--- config.mk ---
export PLATFORM = sky130hd
export DESIGN_NAME = trap_controller_flat
export DESIGN_NICKNAME = d
export VERILOG_FILES = /design/src/rtl/trap_controller_if.sv /design/src/rtl/trap_controller.sv /design/src/flat_wrapper.sv
export SDC_FILE = /design/constraint.sdc
export NUM_CORES = 1
export LEC_CHECK = 0
export CAP_MARGIN = 20
export CELL_PAD_IN_SITES_DETAIL_PLACEMENT = 1
export CELL_PAD_IN_SITES_GLOBAL_PLACEMENT = 2
export CORE_MARGIN = 4
export CORE_UTILIZATION = 24
export DETAILED_ROUTE_END_ITERATION = 12
export PLACE_DENSITY = 0.88
export SLEW_MARGIN = 40
export SYNTH_ARGS = -nofsm -noshare
export SYNTH_HDL_FRONTEND = slang
export SYNTH_SLANG_ARGS = --single-unit
--- constraint.sdc ---
create_clock -name clk -period 3.3 [get_ports clk]
set_input_delay 0.66 -clock clk [delete_from_list [all_inputs] [get_ports clk]]
set_output_delay 0.66 -clock clk [all_outputs]
set_load 0.02 [all_outputs]
--- src/rtl/trap_controller_if.sv ---
// Trap controller bus: commit-point inputs, CSR state inputs, and the
// CSR write / flush / redirect outputs of the machine-mode trap sequencer.
interface trap_controller_if #(
    parameter int XLEN    = 32,
    parameter int CAUSE_W = 5
);
    logic               commit_valid;
    logic [XLEN-1:0]    commit_pc;
    logic               exc_raise;
    logic [CAUSE_W-1:0] exc_cause;
    logic [XLEN-1:0]    exc_tval;
    logic               mret;
    logic [2:0]         irq_pending;
    logic [2:0]         irq_enable;
    logic [XLEN-1:0]    mstatus;
    logic [XLEN-1:0]    mtvec;
    logic [XLEN-1:0]    mepc;

    logic               csr_we;
    logic [11:0]        csr_waddr;
    logic [XLEN-1:0]    csr_wdata;
    logic               stall_n;
    logic               flush;
    logic               redirect_valid;
    logic [XLEN-1:0]    redirect_pc;
    logic               trap_busy;

    // Pipeline / CSR file side
    modport master (
        output commit_valid, commit_pc, exc_raise, exc_cause, exc_tval, mret,
               irq_pending, irq_enable, mstatus, mtvec, mepc,
        input  csr_we, csr_waddr, csr_wdata, stall_n, flush,
               redirect_valid, redirect_pc, trap_busy
    );

    // Trap controller side
    modport slave (
        input  commit_valid, commit_pc, exc_raise, exc_cause, exc_tval, mret,
               irq_pending, irq_enable, mstatus, mtvec, mepc,
        output csr_we, csr_waddr, csr_wdata, stall_n, flush,
               redirect_valid, redirect_pc, trap_busy
    );
endinterface

--- src/rtl/trap_controller.sv ---
// Machine-mode trap sequencer: arbitrates exception / interrupt / mret at the
// commit point, drives the shared CSR write port through the trap-entry or
// trap-return updates, then flushes and redirects the pipeline.
module trap_controller #(
    parameter int XLEN    = 32,
    parameter int CAUSE_W = 5
) (
    input logic         clk,
    input logic         rst_sync,
    trap_controller_if.slave tc
);

    localparam logic [11:0] CSR_MSTATUS = 12'h300;
    localparam logic [11:0] CSR_MEPC    = 12'h341;
    localparam logic [11:0] CSR_MCAUSE  = 12'h342;
    localparam logic [11:0] CSR_MTVAL   = 12'h343;

    typedef enum logic [2:0] {
        IDLE,
        SAVE_EPC,
        SAVE_CAUSE,
        SAVE_TVAL,
        SAVE_STATUS,
        RET_STATUS,
        REDIRECT
    } state_t;

    state_t             state_q, state_d;
    logic [XLEN-1:0]    pc_q, pc_d;
    logic [XLEN-1:0]    tval_q, tval_d;
    logic [XLEN-1:0]    mstatus_q, mstatus_d;
    logic [XLEN-1:0]    mepc_q, mepc_d;
    logic [CAUSE_W-1:0] cause_q, cause_d;
    logic               intr_q, intr_d;
    logic               ret_q, ret_d;

    logic               csr_we_q, csr_we_d;
    logic [11:0]        csr_waddr_q, csr_waddr_d;
    logic [XLEN-1:0]    csr_wdata_q, csr_wdata_d;
    logic               flush_q, flush_d;
    logic               redirect_valid_q, redirect_valid_d;
    logic               trap_busy_q, trap_busy_d;

    logic [2:0]         irq_act;
    logic               idle_cv;
    logic               irq_ok;
    logic               take_exc, take_irq, take_ret, accept;
    logic [CAUSE_W-1:0] irq_code;
    logic [XLEN-1:0]    vec_base;
    logic [XLEN-1:0]    vec_off;
    logic [XLEN-1:0]    redirect_pc;
    logic [XLEN-1:0]    mcause_d;

    function automatic logic [XLEN-1:0] entry_status(input logic [XLEN-1:0] s);
        logic [XLEN-1:0] r;
        r        = s;
        r[7]     = s[3];
        r[3]     = 1'b0;
        r[12:11] = 2'b11;
        return r;
    endfunction

    function automatic logic [XLEN-1:0] return_status(input logic [XLEN-1:0] s);
        logic [XLEN-1:0] r;
        r        = s;
        r[3]     = s[7];
        r[7]     = 1'b1;
        r[12:11] = 2'b11;
        return r;
    endfunction

    // Acceptance arbitration: exception > enabled interrupt (MEI > MSI > MTI) > mret
    always_comb begin
        irq_act  = tc.irq_pending & tc.irq_enable;
        idle_cv  = !rst_sync && tc.commit_valid && (state_q == IDLE);
        irq_ok   = tc.mstatus[3] && (irq_act != 3'b000);
        take_exc = idle_cv && tc.exc_raise;
        take_irq = idle_cv && !tc.exc_raise && irq_ok;
        take_ret = idle_cv && !tc.exc_raise && !irq_ok && tc.mret;
        accept   = take_exc || take_irq || take_ret;
        if (irq_act[2]) begin
            irq_code = CAUSE_W'(11);
        end else if (irq_act[1]) begin
            irq_code = CAUSE_W'(3);
        end else begin
            irq_code = CAUSE_W'(7);
        end
    end

    // Next state, latched trap context, and registered outputs for the next state
    always_comb begin
        state_d     = state_q;
        pc_d        = pc_q;
        tval_d      = tval_q;
        mstatus_d   = mstatus_q;
        mepc_d      = mepc_q;
        cause_d     = cause_q;
        intr_d      = intr_q;
        ret_d       = ret_q;

        case (state_q)
            IDLE: begin
                if (accept) begin
                    pc_d      = {tc.commit_pc[XLEN-1:2], 2'b00};
                    mstatus_d = tc.mstatus;
                    mepc_d    = {tc.mepc[XLEN-1:2], 2'b00};
                end
                if (take_exc) begin
                    state_d = SAVE_EPC;
                    cause_d = tc.exc_cause;
                    tval_d  = tc.exc_tval;
                    intr_d  = 1'b0;
                    ret_d   = 1'b0;
                end else if (take_irq) begin
                    state_d = SAVE_EPC;
                    cause_d = irq_code;
                    tval_d  = '0;
                    intr_d  = 1'b1;
                    ret_d   = 1'b0;
                end else if (take_ret) begin
                    state_d = RET_STATUS;
                    cause_d = '0;
                    tval_d  = '0;
                    intr_d  = 1'b0;
                    ret_d   = 1'b1;
                end
            end
            SAVE_EPC:    state_d = SAVE_CAUSE;
            SAVE_CAUSE:  state_d = SAVE_TVAL;
            SAVE_TVAL:   state_d = SAVE_STATUS;
            SAVE_STATUS: state_d = REDIRECT;
            RET_STATUS:  state_d = REDIRECT;
            REDIRECT:    state_d = IDLE;
            default:     state_d = IDLE;
        endcase

        mcause_d                = '0;
        mcause_d[XLEN-1]        = intr_d;
        mcause_d[CAUSE_W-1:0]   = cause_d;

        csr_we_d         = 1'b0;
        csr_waddr_d      = '0;
        csr_wdata_d      = '0;
        flush_d          = 1'b0;
        redirect_valid_d = 1'b0;
        case (state_d)
            SAVE_EPC: begin
                csr_we_d    = 1'b1;
                csr_waddr_d = CSR_MEPC;
                csr_wdata_d = pc_d;
            end
            SAVE_CAUSE: begin
                csr_we_d    = 1'b1;
                csr_waddr_d = CSR_MCAUSE;
                csr_wdata_d = mcause_d;
            end
            SAVE_TVAL: begin
                csr_we_d    = 1'b1;
                csr_waddr_d = CSR_MTVAL;
                csr_wdata_d = tval_d;
            end
            SAVE_STATUS: begin
                csr_we_d    = 1'b1;
                csr_waddr_d = CSR_MSTATUS;
                csr_wdata_d = entry_status(mstatus_d);
            end
            RET_STATUS: begin
                csr_we_d    = 1'b1;
                csr_waddr_d = CSR_MSTATUS;
                csr_wdata_d = return_status(mstatus_d);
            end
            REDIRECT: begin
                flush_d          = 1'b1;
                redirect_valid_d = 1'b1;
            end
            default: ;
        endcase

        trap_busy_d = (state_d != IDLE);
    end

    // State, trap context and output registers with synchronous reset
    always_ff @(posedge clk) begin
        if (rst_sync) begin
            state_q          <= IDLE;
            pc_q             <= '0;
            tval_q           <= '0;
            mstatus_q        <= '0;
            mepc_q           <= '0;
            cause_q          <= '0;
            intr_q           <= 1'b0;
            ret_q            <= 1'b0;
            csr_we_q         <= 1'b0;
            csr_waddr_q      <= '0;
            csr_wdata_q      <= '0;
            flush_q          <= 1'b0;
            redirect_valid_q <= 1'b0;
            trap_busy_q      <= 1'b0;
        end else begin
            state_q          <= state_d;
            pc_q             <= pc_d;
            tval_q           <= tval_d;
            mstatus_q        <= mstatus_d;
            mepc_q           <= mepc_d;
            cause_q          <= cause_d;
            intr_q           <= intr_d;
            ret_q            <= ret_d;
            csr_we_q         <= csr_we_d;
            csr_waddr_q      <= csr_waddr_d;
            csr_wdata_q      <= csr_wdata_d;
            flush_q          <= flush_d;
            redirect_valid_q <= redirect_valid_d;
            trap_busy_q      <= trap_busy_d;
        end
    end

    // Redirect target; combinational because mtvec is sampled live in REDIRECT
    always_comb begin
        vec_base    = {tc.mtvec[XLEN-1:2], 2'b00};
        vec_off     = {{(XLEN-CAUSE_W-2){1'b0}}, cause_q, 2'b00};
        redirect_pc = '0;
        if (state_q == REDIRECT) begin
            if (ret_q) begin
                redirect_pc = mepc_q;
            end else if ((tc.mtvec[1:0] == 2'b01) && intr_q) begin
                redirect_pc = vec_base + vec_off;
            end else begin
                redirect_pc = vec_base;
            end
        end
    end

    assign tc.csr_we         = csr_we_q;
    assign tc.csr_waddr      = csr_waddr_q;
    assign tc.csr_wdata      = csr_wdata_q;
    assign tc.flush          = flush_q;
    assign tc.redirect_valid = redirect_valid_q;
    assign tc.redirect_pc    = redirect_pc;
    assign tc.trap_busy      = trap_busy_q;
    assign tc.stall_n        = rst_sync || ((state_q == IDLE) && !accept);

endmodule

--- src/flat_wrapper.sv ---
// flat-port wrapper written by rule: the top's interface ports become plain ports
module trap_controller_flat 
#(
    parameter int XLEN    = 32,
    parameter int CAUSE_W = 5
)
  (clk, rst_sync, tc_commit_valid, tc_commit_pc, tc_exc_raise, tc_exc_cause, tc_exc_tval, tc_mret, tc_irq_pending, tc_irq_enable, tc_mstatus, tc_mtvec, tc_mepc, tc_csr_we, tc_csr_waddr, tc_csr_wdata, tc_stall_n, tc_flush, tc_redirect_valid, tc_redirect_pc, tc_trap_busy);
  trap_controller_if #(.XLEN(XLEN), .CAUSE_W(CAUSE_W)) tc_i ();
  input logic clk;
  input logic rst_sync;
  input wire logic [$bits(tc_i.commit_valid)-1:0] tc_commit_valid;
  input wire logic [$bits(tc_i.commit_pc)-1:0] tc_commit_pc;
  input wire logic [$bits(tc_i.exc_raise)-1:0] tc_exc_raise;
  input wire logic [$bits(tc_i.exc_cause)-1:0] tc_exc_cause;
  input wire logic [$bits(tc_i.exc_tval)-1:0] tc_exc_tval;
  input wire logic [$bits(tc_i.mret)-1:0] tc_mret;
  input wire logic [$bits(tc_i.irq_pending)-1:0] tc_irq_pending;
  input wire logic [$bits(tc_i.irq_enable)-1:0] tc_irq_enable;
  input wire logic [$bits(tc_i.mstatus)-1:0] tc_mstatus;
  input wire logic [$bits(tc_i.mtvec)-1:0] tc_mtvec;
  input wire logic [$bits(tc_i.mepc)-1:0] tc_mepc;
  output wire logic [$bits(tc_i.csr_we)-1:0] tc_csr_we;
  output wire logic [$bits(tc_i.csr_waddr)-1:0] tc_csr_waddr;
  output wire logic [$bits(tc_i.csr_wdata)-1:0] tc_csr_wdata;
  output wire logic [$bits(tc_i.stall_n)-1:0] tc_stall_n;
  output wire logic [$bits(tc_i.flush)-1:0] tc_flush;
  output wire logic [$bits(tc_i.redirect_valid)-1:0] tc_redirect_valid;
  output wire logic [$bits(tc_i.redirect_pc)-1:0] tc_redirect_pc;
  output wire logic [$bits(tc_i.trap_busy)-1:0] tc_trap_busy;
  assign tc_i.commit_valid = tc_commit_valid;
  assign tc_i.commit_pc = tc_commit_pc;
  assign tc_i.exc_raise = tc_exc_raise;
  assign tc_i.exc_cause = tc_exc_cause;
  assign tc_i.exc_tval = tc_exc_tval;
  assign tc_i.mret = tc_mret;
  assign tc_i.irq_pending = tc_irq_pending;
  assign tc_i.irq_enable = tc_irq_enable;
  assign tc_i.mstatus = tc_mstatus;
  assign tc_i.mtvec = tc_mtvec;
  assign tc_i.mepc = tc_mepc;
  assign tc_csr_we = tc_i.csr_we;
  assign tc_csr_waddr = tc_i.csr_waddr;
  assign tc_csr_wdata = tc_i.csr_wdata;
  assign tc_stall_n = tc_i.stall_n;
  assign tc_flush = tc_i.flush;
  assign tc_redirect_valid = tc_i.redirect_valid;
  assign tc_redirect_pc = tc_i.redirect_pc;
  assign tc_trap_busy = tc_i.trap_busy;
  trap_controller #(.XLEN(XLEN), .CAUSE_W(CAUSE_W)) u_core (.clk(clk), .rst_sync(rst_sync), .tc(tc_i));
endmodule
=== Word-level counts from Yosys, hierarchy flattened ===
Cells that the tools add are included.

* $add $sub $neg: 1
* Equality and inequality tests: 13
* Multiplexer cells: 32
* Bitwise operators: 1
* Reductions and logical operators: 26

{| class="wikitable"
|+ Operators by type and width
! cell !! count
|-
| $mux W32 || 11
|-
| $pmux W32 S5 || 1
|-
| $pmux W10 S4 || 1
|-
| $add A32 B7 Y32 || 1
|-
| $mux W5 || 5
|-
| $eq A3 B3 Y1 const B || 6
|-
| $pmux W3 S5 || 1
|-
| $eq A3 B2 Y1 const B || 4
|-
| $mux W3 || 4
|-
| $logic_and A1 B1 Y1 || 10
|-
| $mux W1 || 9
|-
| $reduce_bool A3 Y1 || 3
|-
| $eq A3 B1 Y1 const B || 2
|-
| $reduce_or A5 Y1 || 1
|-
| $logic_not A1 Y1 || 4
|-
| $reduce_and A2 Y1 || 2
|-
| $reduce_or A2 Y1 || 2
|-
| $and A3 B3 Y3 || 1
|-
| $logic_not A3 Y1 || 1
|-
| $logic_or A1 B1 Y1 || 3
|-
| $eq A2 B1 Y1 const B || 1
|}

* Register bits after elaboration: 183
* Input bits: 176
* Output and inout bits: 81
* Word-level logic and storage cells: 87

=== Longest topological paths before layout ===
* Depth after elaboration: 13
* Gate-level depth with buffers: 10
* Gate-level depth less buffers: 7

=== Worst setup path before layout ===
OpenSTA, ideal clock, no wires.

* Kind: input port to output port
* Start point: input tc_mtvec[2]
* End point: output tc_redirect_pc[28]
* Arrival: 2.462 ns
* Slack: 0.178 ns
* Cell stages on the path: 8
* Buffers on the path: 1
* Path through: ha_1 > fa_1 > a211oi_1 > o21bai_1 > clkbuf_1 > nand4_1 > xor2_1 > a21oi_1

* Word-level cells in the longest chain between the ends: 4

{| class="wikitable"
|+ Ends and longest elaborated chain
! item !! RTL line !! source
|-
| start, declared || flat_wrapper.sv:20 || <nowiki>input wire logic [$bits(tc_i.mtvec)-1:0] tc_mtvec;</nowiki>
|-
| $add A32 B7 Y32 || trap_controller.sv:226 || <nowiki>redirect_pc = vec_base + vec_off;</nowiki>
|-
| $mux W32 || trap_controller.sv:225 || <nowiki>end else if ((tc.mtvec[1:0] == 2'b01) && intr_q) begin</nowiki>
|-
| $mux W32 || trap_controller.sv:223 || <nowiki>if (ret_q) begin</nowiki>
|-
| $mux W32 || trap_controller.sv:222 || <nowiki>if (state_q == REDIRECT) begin</nowiki>
|-
| end, declared || flat_wrapper.sv:28 || <nowiki>output wire logic [$bits(tc_i.redirect_pc)-1:0] tc_redirect_pc;</nowiki>
|}

No other way between the ends.

=== Worst setup path in the final report ===
* Start point: input tc_mtvec[3]
* End point: output tc_redirect_pc[9]

Same word-level chain as after synthesis.

==> flow_summary_export.csv <==
group,metric,value,unit
status,outcome,"finished clean",
floorplan,dieArea,31200,um^2
timing,fin_hold_ws,0.451,ns
routing,drt-total-wl,30.0,mm
cells_and_area,fill_cells,3337,
floorplan,io_pins,257,
cells_and_area,final_area,10600,um^2
power_and_ir_drop,p_int,3.32,mW
logic_synthesis,syn_area_per_cell,7.88,um^2
global_routing,grt_max_degree,60,
timing,max_slew.worst_pin.slew,0.706,ns
global_routing,grtUsageMet2,0.293,
worst_hold_path,hold_path_class,"flop to flop",
timing,period_minus_slack,3.26,ns
critical_path,cp_max_fo,6,
global_routing,antenna_found_initial,9,
power_and_ir_drop,p_seq_frac,0.378,
routing,vias_per_cell,5.00,
global_routing,grt_usage,0.186,
floorplan,start_util,0.244,
critical_path,cp.arrival,2.60,ns
placed_design,pre_cts_ws,-0.773,ns
global_routing,grt_pass1_wl,45.5,mm
clock_network,cts_max_level,4,
flow_run,drv_cap,0,
clock_network,cts_root_buffer,"clkbuf_16",
routing,drc,0,
clock_network,cts_buffer_depth,2,
timing,fin_worst_skew,0.0161,ns
timing,max_freq,0.307,GHz
floorplan,core_region_area,27900,um^2
routing,ant_nets,0,
global_routing,top_usage_layer,"met2",
critical_path,worstPathRequired,2.64,ns
clock_network,hold_buffers,0,
placed_design,gp_congestion,0.853,
power_and_ir_drop,power_switching,1.51,mW
routing,via_count,7600,
logic_synthesis,yosys-top-cells-area,"dfxtp_1, nand2_1, a21oi_1",
global_routing,grt_pass1_vias,7812,
routing,drt-initial-drc-count,705,
timing,rsz0062_at_grt,"yes",
logic_synthesis,synthDistinctLibCells,55,
power_and_ir_drop,clkPwrFrac,0.410,
logic_synthesis,yosys_warnings,0,
clock_network,path_clk_slew,0.07,ns
placed_design,numPortBuffers,241,
power_and_ir_drop,p_leak,3.86,nW
critical_path,crit_top_cell,"dlygate4sd2_1",
placed_design,dp_hpwl,21.5,mm
routing,dr.pass1.iters,7,
critical_path,path_cells,"dlygate4sd2_1, ha_4, a211oi_4, o21a_2, nor3_1, xnor2_1, a21oi_1, dlygate4sd2_1",
logic_synthesis,synth_top_area_frac,0.410,
timing,setup_ws,0.0404,ns
worst_hold_path,hold_start,"u_core.mepc_q[8]$_SDFFE_PP0P_",
power_and_ir_drop,cellPowerDensity,454,nW/um^2
critical_path,crit_slowest_cell,"dlygate4sd2_1",
timing,finalHoldViolCount,0,
logic_synthesis,synth_largest_area_cell,"dfxtp_1",
power_and_ir_drop,swShare,0.313,
clock_network,cts_tree,"yes",
critical_path,setup.worst_path.end_class,"output port",
global_routing,grt-ovfl-total,0,
timing,max-slew-margin-rel,0.529,
routing,wire_per_inst,19.7,um
cells_and_area,area_growth,55.6,%
floorplan,num_rows,61,
clock_network,insertion_delay,0.43,ns
logic_synthesis,yosysSeqAreaShare,0.410,
critical_path,path_class,"input pin to output port",
power_and_ir_drop,pwr-share-comb,0.212,
cells_and_area,drive_gt1_frac,0.156,
logic_synthesis,syn_area,6830,um^2
global_routing,grt_use_met1,0.243,
logic_synthesis,yosys_register_bits,140,
global_routing,use_met3,0.0568,
critical_path,startpoint,"tc_mtvec[3]",
logic_synthesis,postSynthCellCount,867,
timing,finalSetupViolCount,0,
timing,period_share,0.988,
critical_path,startpoint_type,"input pin",
clock_network,numCtsBuffers,17,
floorplan,die_h,177,um
cells_and_area,seq_area,2800,um^2
critical_path,crit_path_max_incr_delay,0.37,ns
critical_path,r2r_start,"u_core.state_q[2]$_SDFF_PP0_",
logic_synthesis,synth-main-ff-cell,"dfxtp_1",
logic_synthesis,synth_edf_count,0,
logic_synthesis,async_reset_ff_frac,0,
cells_and_area,nets,1306,
power_and_ir_drop,peakVddDrop,0.000315,V
floorplan,fp.dieW,177,um
clock_network,cts.sinks,140,
timing,final_max_slew_viol_count,0,
placed_design,placed_area,9940,um^2
cells_and_area,multi_input_comb_area,3730,um^2
-- synthesized netlist by cell type (all sizes together), types with 3 or more instances --
| master | count |
|---|---|
| nor2b | 34 |
| ha | 5 |
| o22ai | 30 |
| o21bai | 3 |
| inv | 7 |
| nand4 | 12 |
| nand3 | 40 |
| nand2b | 7 |
| o21ba | 4 |
| o31ai | 30 |
| clkbuf | 48 |
| xnor2 | 12 |
| a211oi | 6 |
| a21o | 4 |
| a22oi | 8 |
| nor2 | 63 |
| a221oi | 3 |
| a222oi | 26 |
| or3 | 3 |
| dfxtp | 140 |
| o21ai | 37 |
| nor3 | 9 |
| buf | 43 |
| a21oi | 100 |
| o21a | 4 |
| xor2 | 10 |
| a31oi | 5 |
| and3 | 6 |
| nand2 | 140 |
| nor4 | 3 |
| and4 | 4 |
-- power by group through the flow --
| stage | clock network (mW) | logic (mW) | registers [mW] |
|---|---|---|---|
| global route | 2.10 | 1.10 | 1.83 |
| finish | 1.98 | 1.03 | 1.82 |
| detailed placement | 0 | 1.00 | 1.86 |
| CTS | 2.02 | 1.02 | 1.82 |
| floorplan | 0 | 0.490 | 1.87 |
| global placement | 0 | 0.985 | 1.86 |
-- cell type report --
type | count | share of cell area
Clock buffer | 17 | 0.0400
Multi-Input combinational cell | 637 | 0.352
Clock inverter | 15 | 0.0165
Timing Repair Buffer | 321 | 0.280
Sequential cell | 140 | 0.264
Antenna cell | 5 | 0.00118
Inverter | 7 | 0.00247
Tap cell | 378 | 0.0445
-- kinds of logic (layout without fill, tap and decap cells) --
| logic type | after synthesis | in the layout | synth area share |
|---|---|---|---|
| other | 1 | 14 | 0.000549 |
| XOR/XNOR | 22 | 22 | 0.0282 |
| adder cells (fa/ha/maj) | 6 | 6 | 0.0121 |
| buffers and inverters | 98 | 360 | 0.0695 |
| AO/OA/AOI/OAI | 267 | 267 | 0.250 |
| flip-flops | 140 | 140 | 0.410 |
| AND/OR/NAND/NOR | 333 | 333 | 0.229 |
-- metrics by stage --
stage,power (mW),TNS [ns],instances,utilization
2_1_floorplan,2.36,0,875,-
3_3_place_gp,2.84,-16.59,1480,0.356
3_5_place_dp,2.86,-18.49,1480,0.356
4_1_cts,4.87,-0.0661,1515,0.379
5_1_grt,5.04,-0.186,1517,0.380
6_report,4.83,0,1520,0.380
-- worst max-delay path, delay by kind of cell --
family                     cells  cell delay (ns)
buffers and inverters          2             0.67
AOI/OAI and AO/OA              3             0.76
xor gates and xnor gates       1             0.14
adders and majority gates      1             0.27
and+or+nand+nor                1             0.10
-- cells in the final DEF (no fill, tap or decap), types with 4 or more instances in the layout --
master           instances
clkdlybuf4s50_1        204
nand2_1                140
dfxtp_1                140
a21oi_1                100
buf_4                   86
nor2_1                  58
nand3_1                 38
o21ai_0                 33
nor2b_1                 33
o31ai_1                 30
o22ai_1                 30
a222oi_1                26
clkbuf_16               17
nand4_1                 12
xnor2_1                 12
buf_2                   11
xor2_1                  10
conb_1                   9
a22oi_1                  8
nor3_1                   6
nand2b_1                 6
dlygate4sd2_1            6
diode_2                  5
and3_1                   5
a31oi_1                  5
inv_8                    5
dlymetal6s2s_1           5
a21o_1                   4
inv_1                    4
o21ba_2                  4
inv_6                    4
-- registers in the layout, summed over array words and instances (netlist names) --
name,cells
u_core.cause_q,5
u_core.tc.trap_busy,1
u_core.mepc_q,30
u_core.tc.csr_wdata,32
u_core.state_q,3
u_core.intr_q,1
u_core.ret_q,1
u_core.tval_q,32
u_core.tc.csr_we,1
u_core.tc.flush,1
u_core.tc.csr_waddr,4
u_core.mstatus_q,29
-- what timing repair did --
action	4_1_cts	5_1_grt
resized for setup	121	25
pin swaps	7	15
hold endpoints to repair	0	0
setup buffers	2	1
gates cloned	1	0
setup endpoints to repair	29	28
-- path summary, 6_finish.rpt --
| kind | cells past startpoint | end | slack, ns |
|---|---|---|---|
| worst max-delay path | 8 | tc_redirect_pc[9] | 0.04 |
| worst min-delay path | 2 | u_core.mepc_q[8]$_SDFFE_PP0P_ | 0.45 |
| worst max register to register | 7 | u_core.tc.csr_wdata[27]$_SDFF_PP0_ | 0.67 |
| worst min register to register | 2 | u_core.mepc_q[8]$_SDFFE_PP0P_ | 0.45 |
-- routing by layer --
| layer | vias to the layer above | share of wire |
|---|---|---|
| met5 | - | 0.0023 |
| met1 | 3654 | 0.44 |
| met4 | 10 | 0.030 |
| li1 | 3600 | - |
| met2 | 281 | 0.46 |
| met3 | 55 | 0.074 |
Note: power is estimated with default switching activity, not from simulation.
